File: src/rtl/rr_credit_port_arbiter.sv
// Output-port allocator for the five-port router (L, N, E, W, S).
// One input port owns the output from head flit to tail flit; the next owner
// is chosen round-robin. Every flit is gated on a downstream credit count, and
// a stall watchdog reclaims the port from an owner that stops presenting flits.
//
// state   | meaning
// --------+-----------------------------------------------
// S_IDLE  | no owner; arbitrate among head-flit requesters
// S_GNT_L | L owns the output until its tail transfers
// S_GNT_N | N owns the output until its tail transfers
// S_GNT_E | E owns the output until its tail transfers
// S_GNT_W | W owns the output until its tail transfers
// S_GNT_S | S owns the output until its tail transfers

module rr_credit_port_arbiter #(
   parameter int CREDITS = 4,
   parameter int CW      = 3,
   parameter int TIMEOUT = 16
) (
   input  logic          clk,
   input  logic          rst,
   input  logic          Lreq,
   input  logic          Nreq,
   input  logic          Ereq,
   input  logic          Wreq,
   input  logic          Sreq,
   input  logic [2:0]    Lflit_id,
   input  logic [2:0]    Nflit_id,
   input  logic [2:0]    Eflit_id,
   input  logic [2:0]    Wflit_id,
   input  logic [2:0]    Sflit_id,
   input  logic          credit_in,
   output logic [5:0]    grant,
   output logic          flit_xfer,
   output logic [CW-1:0] credits,
   output logic          timeout,
   output logic          credit_err
);

   // One-hot encodings double as the crossbar select, so grant is the state itself.
   typedef enum logic [5:0] {
      S_IDLE  = 6'b000001,
      S_GNT_L = 6'b000010,
      S_GNT_N = 6'b000100,
      S_GNT_E = 6'b001000,
      S_GNT_W = 6'b010000,
      S_GNT_S = 6'b100000
   } state_t;

   state_t        state_q, state_d;
   logic [2:0]    ptr_q, ptr_d;
   logic [7:0]    stall_q;
   logic [CW-1:0] credits_q;
   logic          timeout_q;
   logic          err_q;

   logic [4:0]    req_v, head_v, tail_v, eligible;
   logic          unused_body;
   logic          own_vld;
   logic [2:0]    own_idx;
   logic          cred_nz, xfer, stall, fire;
   logic [3:0]    pick_idle, pick_hand;

   assign req_v  = {Sreq, Wreq, Ereq, Nreq, Lreq};
   assign head_v = {Sflit_id[0], Wflit_id[0], Eflit_id[0], Nflit_id[0], Lflit_id[0]};
   assign tail_v = {Sflit_id[2], Wflit_id[2], Eflit_id[2], Nflit_id[2], Lflit_id[2]};
   // The body bit carries no control meaning: anything without the tail bit moves as body.
   assign unused_body = ^{Sflit_id[1], Wflit_id[1], Eflit_id[1], Nflit_id[1], Lflit_id[1]};

   assign eligible = req_v & head_v;
   assign cred_nz  = (credits_q != '0);

   // First eligible port after base, visiting base itself last; {found, index}.
   function automatic logic [3:0] rr_pick(input logic [2:0] base, input logic [4:0] elig);
      logic [3:0] pick;
      logic [2:0] p;
      pick = 4'b0000;
      for (int k = 5; k >= 1; k--) begin
         p = 3'((int'(base) + k) % 5);
         if (elig[p]) pick = {1'b1, p};
      end
      return pick;
   endfunction

   function automatic state_t port_state(input logic [2:0] idx);
      case (idx)
         3'd0:    return S_GNT_L;
         3'd1:    return S_GNT_N;
         3'd2:    return S_GNT_E;
         3'd3:    return S_GNT_W;
         3'd4:    return S_GNT_S;
         default: return S_IDLE;
      endcase
   endfunction

   // Decode the current owner index from the one-hot grant.
   always_comb begin
      own_vld = 1'b1;
      own_idx = 3'd0;
      case (state_q)
         S_GNT_L: own_idx = 3'd0;
         S_GNT_N: own_idx = 3'd1;
         S_GNT_E: own_idx = 3'd2;
         S_GNT_W: own_idx = 3'd3;
         S_GNT_S: own_idx = 3'd4;
         default: own_vld = 1'b0;
      endcase
   end

   // Reset forces flit_xfer low so a packet abandoned by reset never moves a flit.
   assign xfer      = ~rst & own_vld & req_v[own_idx] & cred_nz;
   assign stall     = own_vld & ~req_v[own_idx] & cred_nz;
   assign fire      = stall & (stall_q == 8'd1);
   assign pick_idle = rr_pick(ptr_q, eligible);
   assign pick_hand = rr_pick(own_idx, eligible);

   // Next state: idle arbitration, direct tail handover, watchdog release.
   always_comb begin
      state_d = state_q;
      ptr_d   = ptr_q;
      if (state_q == S_IDLE) begin
         if (pick_idle[3]) state_d = port_state(pick_idle[2:0]);
      end else if (!own_vld) begin
         state_d = S_IDLE;
      end else if (xfer && tail_v[own_idx]) begin
         ptr_d   = own_idx;
         state_d = pick_hand[3] ? port_state(pick_hand[2:0]) : S_IDLE;
      end else if (fire) begin
         ptr_d   = own_idx;
         state_d = S_IDLE;
      end
   end

   // State register and round-robin pointer; ptr=4 gives L first priority.
   always_ff @(posedge clk) begin
      if (rst) begin
         state_q <= S_IDLE;
         ptr_q   <= 3'd4;
      end else begin
         state_q <= state_d;
         ptr_q   <= ptr_d;
      end
   end

   // Stall watchdog as a down-counter of remaining stall cycles; fires on terminal count.
   always_ff @(posedge clk) begin
      if (rst || !own_vld || xfer || fire) begin
         stall_q <= 8'(TIMEOUT);
      end else if (stall) begin
         stall_q <= stall_q - 8'd1;
      end
   end

   // Downstream credit counter with sticky overflow flag.
   always_ff @(posedge clk) begin
      if (rst) begin
         credits_q <= CW'(CREDITS);
         err_q     <= 1'b0;
      end else if (xfer && !credit_in) begin
         credits_q <= credits_q - CW'(1);
      end else if (credit_in && !xfer) begin
         if (credits_q == CW'(CREDITS)) err_q <= 1'b1;
         else credits_q <= credits_q + CW'(1);
      end
   end

   // One-cycle timeout pulse, coincident with the forced return to idle.
   always_ff @(posedge clk) begin
      if (rst) timeout_q <= 1'b0;
      else     timeout_q <= fire;
   end

   assign grant      = state_q;
   assign flit_xfer  = xfer;
   assign credits    = credits_q;
   assign timeout    = timeout_q;
   assign credit_err = err_q;

endmodule

File: config.mk
export PLATFORM = sky130hd
export DESIGN_NAME = rr_credit_port_arbiter
export DESIGN_NICKNAME = d
export VERILOG_FILES = /design/src/rtl/rr_credit_port_arbiter.sv
export SDC_FILE = /design/constraint.sdc
export NUM_CORES = 1
export LEC_CHECK = 0
export CORE_AREA = 2 2 103 105
export CTS_CLUSTER_DIAMETER = 120
export CTS_CLUSTER_SIZE = 12
export DETAILED_ROUTE_END_ITERATION = 8
export DIE_AREA = 0 0 105 107
export GPL_TIMING_DRIVEN = 0
export PLACE_DENSITY = 0.81
export SYNTH_ARGS = -nofsm -noshare
export SYNTH_HDL_FRONTEND = slang
export SYNTH_SLANG_ARGS = --single-unit
File: constraint.sdc
create_clock -name clk -period 5.8 [get_ports clk]
set_input_delay 0.58 -clock clk [delete_from_list [all_inputs] [get_ports clk]]
set_output_delay 0.58 -clock clk [all_outputs]
set_load 0.005 [all_outputs]
==> flow_summary_export.csv, run 1 <==
group,metric,value,unit
run_status,status,"finished clean",
sta,clock-skew-final,0.003629,ns
detailed_routing,drc,0,
pwr,power.density,342.7,mW/mm²
pwr,p_int,1075,µW
worst_setup_path,endpoint_kind,"flip-flop",
synth,postSynthCellCount,660,
finish,fillers,878,
detailed_routing,viasPerCell,6.719,
cts,clkSinkCount,22,
sta,maxSlewHeadroom,0.4681,
cts,clk_latency,0.26,ns
cts,path_clk_slew,0.08,ns
synth,async_flop_share,0,
finish,finalNetCount,825,
synth,synth_ff_type,"dfxtp_1",
pwr,seqPwrFrac,0.098,
hold_path,min_path_type,"flip-flop to flip-flop",
die,die_area,0.01124,mm²
detailed_routing,first_pass_iters,5,
hold_path,hold_start,"credit_err$_SDFFE_PP0P_",
worst_setup_path,cpPeakStageDelay,0.48,ns
worst_setup_path,ff2ff_path_depth,27,
worst_setup_path,path_max_fanout,10,
global_routing,overflow,0,
worst_setup_path,crit_buf_inv,6,
worst_setup_path,ff2ff_setup_slack,0.01,ns
flow_run,cap_violations,0,
synth,synth_top_cell_area_share,0.1467,
global_routing,grt_pass1_vias,5566,
hold_path,hold-path-endpoint,"credit_err$_SDFFE_PP0P_",
synth,syn_area,0.004862,mm²
synth,syn_avg_cell_area,7.367,µm²
sta,setup_viol,0,
detailed_routing,routedWlPerCell,19.62,µm
pwr,p_leak,0.002444,µW
worst_setup_path,r2r-start,"grant[5]$_SDFFE_PP0P_",
pwr,combinationalPowerShare,0.836,
worst_setup_path,crit_type,"flip-flop to flip-flop",
synth,synth.area.top_cells,"ha_1 15%, dfxtp_1 9.1%, nand2_1 3.9%, o21ai_0 3.8%, nor2_1 3.8%",
cts,cts_tree,"yes",
pwr,ir_drop,0.2893,mV
synth,ys_seq_area_frac,0.09058,
pwr,p_sw_frac,0.4972,
finish,area_delta_synth_final,28.33,%
cts,cts_hold_buf,0,
finish,multi_input_area,0.004471,mm²
pwr,clkPwrFrac,0.067,
global_routing,grt_max_degree,14,
detailed_routing,ant_nets,0,
global_routing,grtUsageTotal,0.2798,
die,io_pins,35,
place,placed_cells,824,
cts,cts_buffer_depth,2,
place,io_buffers,28,
synth,ys_ff_latch,22,
detailed_routing,route.vias.total,5899,
sta,max_freq,0.1728,GHz
die,dieHeight,107,µm
synth,yosysTopAreaCell,"ha_1",
detailed_routing,drt_wl_total,17230,µm
die,die_w,105,µm
finish,final_core_util,0.6183,
place,place_hpwl,11750,µm
sta,rsz0062_at_grt,"true",
synth,netlist-cell-type-count,82,
worst_setup_path,r2r-end,"grant[3]$_SDFFE_PP0P_",
finish,final_cells,878,
cts,h-tree-depth,1,
place,place.gp.congestion,1.059,
worst_setup_path,cp.required,5.99,ns
global_routing,antenna_found_initial,0,
sta,finalCritPeriodShare,0.9976,
detailed_routing,drt_iter0_drc,615,
synth,ys_warn_count,0,
sta,period_needed,5.786,ns
finish,seqCellArea,455.4,µm²
finish,n_antenna_cell,0,
pwr,p_sw,1063,µW
cts,cts_made_buffers,3,
hold_path,holdPathStages,2,
sta,hold_viol_final,0,
die,rows,37,
worst_setup_path,slowest_stage,"or4b_4",
die,start_util,0.4818,
cts,root_buffer,"clkbuf_8",
synth,synth_edf_count,0,
global_routing,grt_pass1_wl,26410,µm
worst_setup_path,cp.arrival,5.97,ns
sta,drv_slew,0,
sta,tightest_slew,0.7854,ns
die,coreArea,0.01009,mm²
worst_setup_path,crit_family,"simple AND/OR/NAND/NOR gates",
finish,drive_gt1_frac,0.2102,
worst_setup_path,cp-start-kind,"flip-flop",
synth,synth_nets,742,
==> synth_stat cells (6+ instances only) <==
cell type,count
o22ai_1,8
clkbuf_1,22
a31oi_1,10
dfxtp_1,22
o21ai_0,37
nand2b_1,15
and2_1,11
nand3_1,27
a211oi_1,12
xor2_1,7
nor3b_1,8
nand2_1,51
o31ai_1,7
nor4_1,6
nor4b_1,7
nor2_1,49
a211o_1,8
o211ai_1,13
ha_1,57
nand4b_1,6
or3_1,7
or2_2,8
a21oi_1,29
mux2i_1,18
nor3_1,11
and3_1,8
inv_1,44
xnor2_1,21
==> final cells by class <==
class,instances,area share
multi-input combinational,559,0.7165
timing repair buffer,83,0.1123
sequential,22,0.07299
inverter,48,0.03108
buffer,26,0.02847
tap,136,0.02727
clock buffer,3,0.006617
clock inverter,1,0.004813
==> flip-flops by register name, indices dropped and copies added, names as in the netlist <==
register and flops:
credit_err 1, grant 6, timeout 1, ptr_q 3, credits 3, stall_q 8
==> cells in the final DEF, fill, tap and decap left out, drive strengths merged, types with 10 or more instances in the layout <==
cell type       n
buf            66
ha             57
nand2          51
nor2           49
inv            44
o21ai          37
a21oi          29
clkdlybuf4s50  28
nand3          27
dfxtp          22
xnor2          21
mux2i          18
clkbuf         18
nand2b         15
o211ai         13
a211oi         13
and2           11
nor3           11
a31oi          10
==> how the worst max path moves through the flow <==
stage / startpoint / to / slack, ns / depth (start not counted)
floorplan: grant[1]$_SDFFE_PP0P_ / grant[0]$_SDFFE_PP1P_ / 0.02 / 26
global route: grant[5]$_SDFFE_PP0P_ / grant[3]$_SDFFE_PP0P_ / -0.12 / 27
detailed placement: ptr_q[0]$_SDFFE_PP0P_ / grant[0]$_SDFFE_PP1P_ / -1.14 / 21
CTS: grant[3]$_SDFFE_PP0P_ / grant[0]$_SDFFE_PP1P_ / 0.006 / 26
global placement: ptr_q[0]$_SDFFE_PP0P_ / grant[0]$_SDFFE_PP1P_ / -1.02 / 21
finish: grant[5]$_SDFFE_PP0P_ / grant[3]$_SDFFE_PP0P_ / 0.01 / 27
==> tightest hold or removal path: cells and delay by family (launching register included) <==
family / cells / cell delay, ns
DFF: 1 / 0.35
AOI/OAI and AO/OA: 1 / 0.05
and+or+nand+nor: 1 / 0.08
==> cell families after synthesis <==
| logic type | count (synthesis) | synth area share |
|---|---|---|
| AOI/OAI and AO/OA | 204 | 0.3026 |
| buffers and inverters | 79 | 0.06382 |
| adders and majority gates | 59 | 0.1549 |
| muxes | 26 | 0.06716 |
| xor gates and xnor gates | 28 | 0.05044 |
| and+or+nand+nor | 242 | 0.2705 |
| DFF | 22 | 0.09058 |
==> power groups by stage <==
stage	Combinational, µW	Clock [µW]	Sequential [µW]
2_1_floorplan	900	0	191
3_3_place_gp	1170	0	193
3_5_place_dp	1200	0	195
4_1_cts	1440	144	199
5_1_grt	1880	149	212
6_report	1790	143	209
==> layer usage <==
metal,part of all wire,vias to the layer above,GRT usage
met3,0.095,79,0.03465
met2,0.46,352,0.4833
li1,-,2663,-
met4,0.035,0,0.08190
met1,0.41,2805,0.3652
met5,0,-,0
==> through the flow <==
step                setup WS, ns  hold WS, ns  area, µm²  total power, µW  TNS [ns]
finish                   0.01399       0.5065       6240             2138         0
global route             -0.1213       0.5287       6240             2238   -0.2283
CTS                     0.005569       0.5116       5872             1785         0
floorplan                0.02235       0.4605       4906             1091         0
detailed placement        -1.140       0.4892       5356             1395    -6.355
global placement          -1.017       0.4644       5356             1361    -5.707
==> what timing repair did <==
item	CTS	global route
endpoints found under the setup margin	6	6
gates resized for setup	52	57
setup buffers	31	24
pin swaps	12	27
Power figures use the tool's default switching activity.
==> run 2: changes to the inputs <==
--- a/config.mk
+++ b/config.mk
@@ -11,7 +11,7 @@
 export DETAILED_ROUTE_END_ITERATION = 8
 export DIE_AREA = 0 0 105 107
 export GPL_TIMING_DRIVEN = 0
-export PLACE_DENSITY = 0.81
+export PLACE_DENSITY = 0.78
 export SYNTH_ARGS = -nofsm -noshare
 export SYNTH_HDL_FRONTEND = slang
 export SYNTH_SLANG_ARGS = --single-unit
==> constraint.sdc (replaced) <==
create_clock -name clk -period 5.95 [get_ports clk]
set_input_delay 0.595 -clock clk [delete_from_list [all_inputs] [get_ports clk]]
set_output_delay 0.595 -clock clk [all_outputs]
set_load 0.005 [all_outputs]
==> flow_summary_export.csv, run 2 (synthesis gave the netlist of run 1 again) <==
group,metric,value,unit
detailed_routing,drt_wl_total,15960,µm
finish,fillers,904,
global_routing,overflow,0,
worst_setup_path,crit_type,"flip-flop to flip-flop",
finish,regMostFlops,"stall_q",
place,place.gp.congestion,1.036,
worst_setup_path,cp.arrival,6.11,ns
detailed_routing,viasPerCell,6.555,
sta,fin_tns_setup,0,ns
place,pre_cts_ws,-0.8950,ns
die,io_pins,35,
detailed_routing,first_pass_iters,5,
detailed_routing,routedWlPerCell,18.53,µm
cts,cts_made_buffers,3,
finish,n_antenna_cell,0,
worst_setup_path,cpPeakStageDelay,0.58,ns
die,die_area,0.01124,mm²
flow_run,cap_violations,0,
place,placed_cells,824,
place,place_hpwl,11470,µm
detailed_routing,route.vias.total,5644,
run_status,status,"finished clean",
die,die_w,105,µm
global_routing,grt_pass1_vias,5112,
pwr,power.total,1928,µW
cts,clk_latency,0.26,ns
cts,h-tree-depth,1,
pwr,ir_drop,0.2116,mV
sta,hold_viol_final,0,
sta,tightest_slew,0.8116,ns
worst_setup_path,cp-start-kind,"flip-flop",
finish,drive_gt1_frac,0.1752,
worst_setup_path,endpoint_kind,"flip-flop",
die,rows,37,
die,dieHeight,107,µm
sta,fin_ws,0.01089,ns
worst_setup_path,cp_cell_sequence,"buf_4 > or4_4 > buf_6 > o21ai_4 > nand2_2 > ha_4 > or2_4 > or4_4 > a31o_1 > nand2_2 > inv_2 > ha_2 > nand2b_4 > nand2_2 > or3_1 > o211ai_1 > or4_1 > a211o_4 > a2111oi_4 > a211o_1 > or4b_4 > a211oi_2",
worst_setup_path,cpMostUsedCell,"nand2_2",
finish,final_core_util,0.5946,
cts,path_clk_slew,0.08,ns
global_routing,grt_max_degree,14,
detailed_routing,ant_nets,0,
sta,setup_viol,0,
detailed_routing,drt_iter0_drc,676,
sta,max_freq,0.1684,GHz
pwr,power.density,321.3,mW/mm²
die,start_util,0.4818,
cts,root_buffer,"clkbuf_8",
cts,cts_buffer_depth,2,
sta,clock-skew-final,0.002479,ns
cts,cts_tree,"yes",
finish,final_cells,861,
detailed_routing,drc,0,
finish,finalNetCount,808,
sta,period_needed,5.939,ns
die,coreArea,0.01009,mm²
worst_setup_path,path_max_fanout,10,
global_routing,grtUsageTotal,0.2617,
finish,largest_reg_flops,8,
finish,area_delta_synth_final,23.42,%
sta,finalCritPeriodShare,0.9982,
place,io_buffers,28,
cts,cts_hold_buf,0,
finish,mostFrequentLayoutCells,"49 x nor2_1, 49 x ha_1, 46 x nand2_1, 41 x inv_1, 39 x buf_4",
worst_setup_path,cp.required,6.12,ns
hold_path,min_path_type,"flip-flop to flip-flop",
sta,maxSlewHeadroom,0.4519,
cts,clkSinkCount,22,
global_routing,grt_pass1_wl,24610,µm
pwr,p_leak,0.002325,µW
global_routing,antenna_found_initial,0,
worst_setup_path,slowest_stage,"or4_4",
sta,drv_slew,0,
[run 2: per-stage QoR]
step | hold WS, ns | instance area [µm²]
final | 0.5030 | 6001
after global routing | 0.5314 | 6001
after CTS | 0.5070 | 5668
after detailed placement | 0.4705 | 5341
after global placement | 0.4631 | 5341
after floorplan | 0.4605 | 4891
[run 2: worst max-delay path: cells and delay by family, from the launching register on]
family | cells | cell delay, ns
AOI/OAI and AO/OA | 7 | 1.84
adders and majority gates | 2 | 0.36
buffers and inverters | 3 | 0.42
DFF | 1 | 0.35
and+or+nand+nor | 10 | 2.87
[run 2: final cells by class]
class | instances | area (µm²) | share of cell area
tap | 136 | 170.2 | 0.02836
clock buffer | 3 | 41.29 | 0.006881
sequential | 22 | 449.2 | 0.07485
buffer | 27 | 162.7 | 0.02711
timing repair buffer | 65 | 558.0 | 0.09299
inverter | 48 | 192.7 | 0.03211
multi-input combinational | 559 | 4397 | 0.7327
clock inverter | 1 | 30.03 | 0.005004
[run 2: final timing paths]
path,startpoint,endpoint,slack (ns),cells after the start
worst max-delay path,grant[1]$_SDFFE_PP0P_,grant[3]$_SDFFE_PP0P_,0.01,22
worst max register to register,grant[1]$_SDFFE_PP0P_,grant[3]$_SDFFE_PP0P_,0.01,22
worst min register to register,credit_err$_SDFFE_PP0P_,credit_err$_SDFFE_PP0P_,0.50,2
worst min-delay path,credit_err$_SDFFE_PP0P_,credit_err$_SDFFE_PP0P_,0.50,2
[run 2: power breakdown]
| part | switching, µW | internal [µW] |
|---|---|---|
| clock | 48.3 | 89.8 |
| sequential | 31.4 | 168 |
| combinational | 889 | 702 |
[run 2: repair_timing]
action,CTS,global route
pin swaps,10,12
setup endpoints to repair,6,6
hold endpoints to repair,0,0
buffers inserted,16,21
gates resized for setup,36,46
[run 2: routing by layer]
| layer | GRT usage | vias up | share of wire |
|---|---|---|---|
| li1 | - | 2632 | - |
| met1 | 0.3506 | 2621 | 0.41 |
| met2 | 0.4434 | 329 | 0.47 |
| met3 | 0.02857 | 62 | 0.092 |
| met4 | 0.07714 | 0 | 0.032 |
| met5 | 0 | - | 0 |
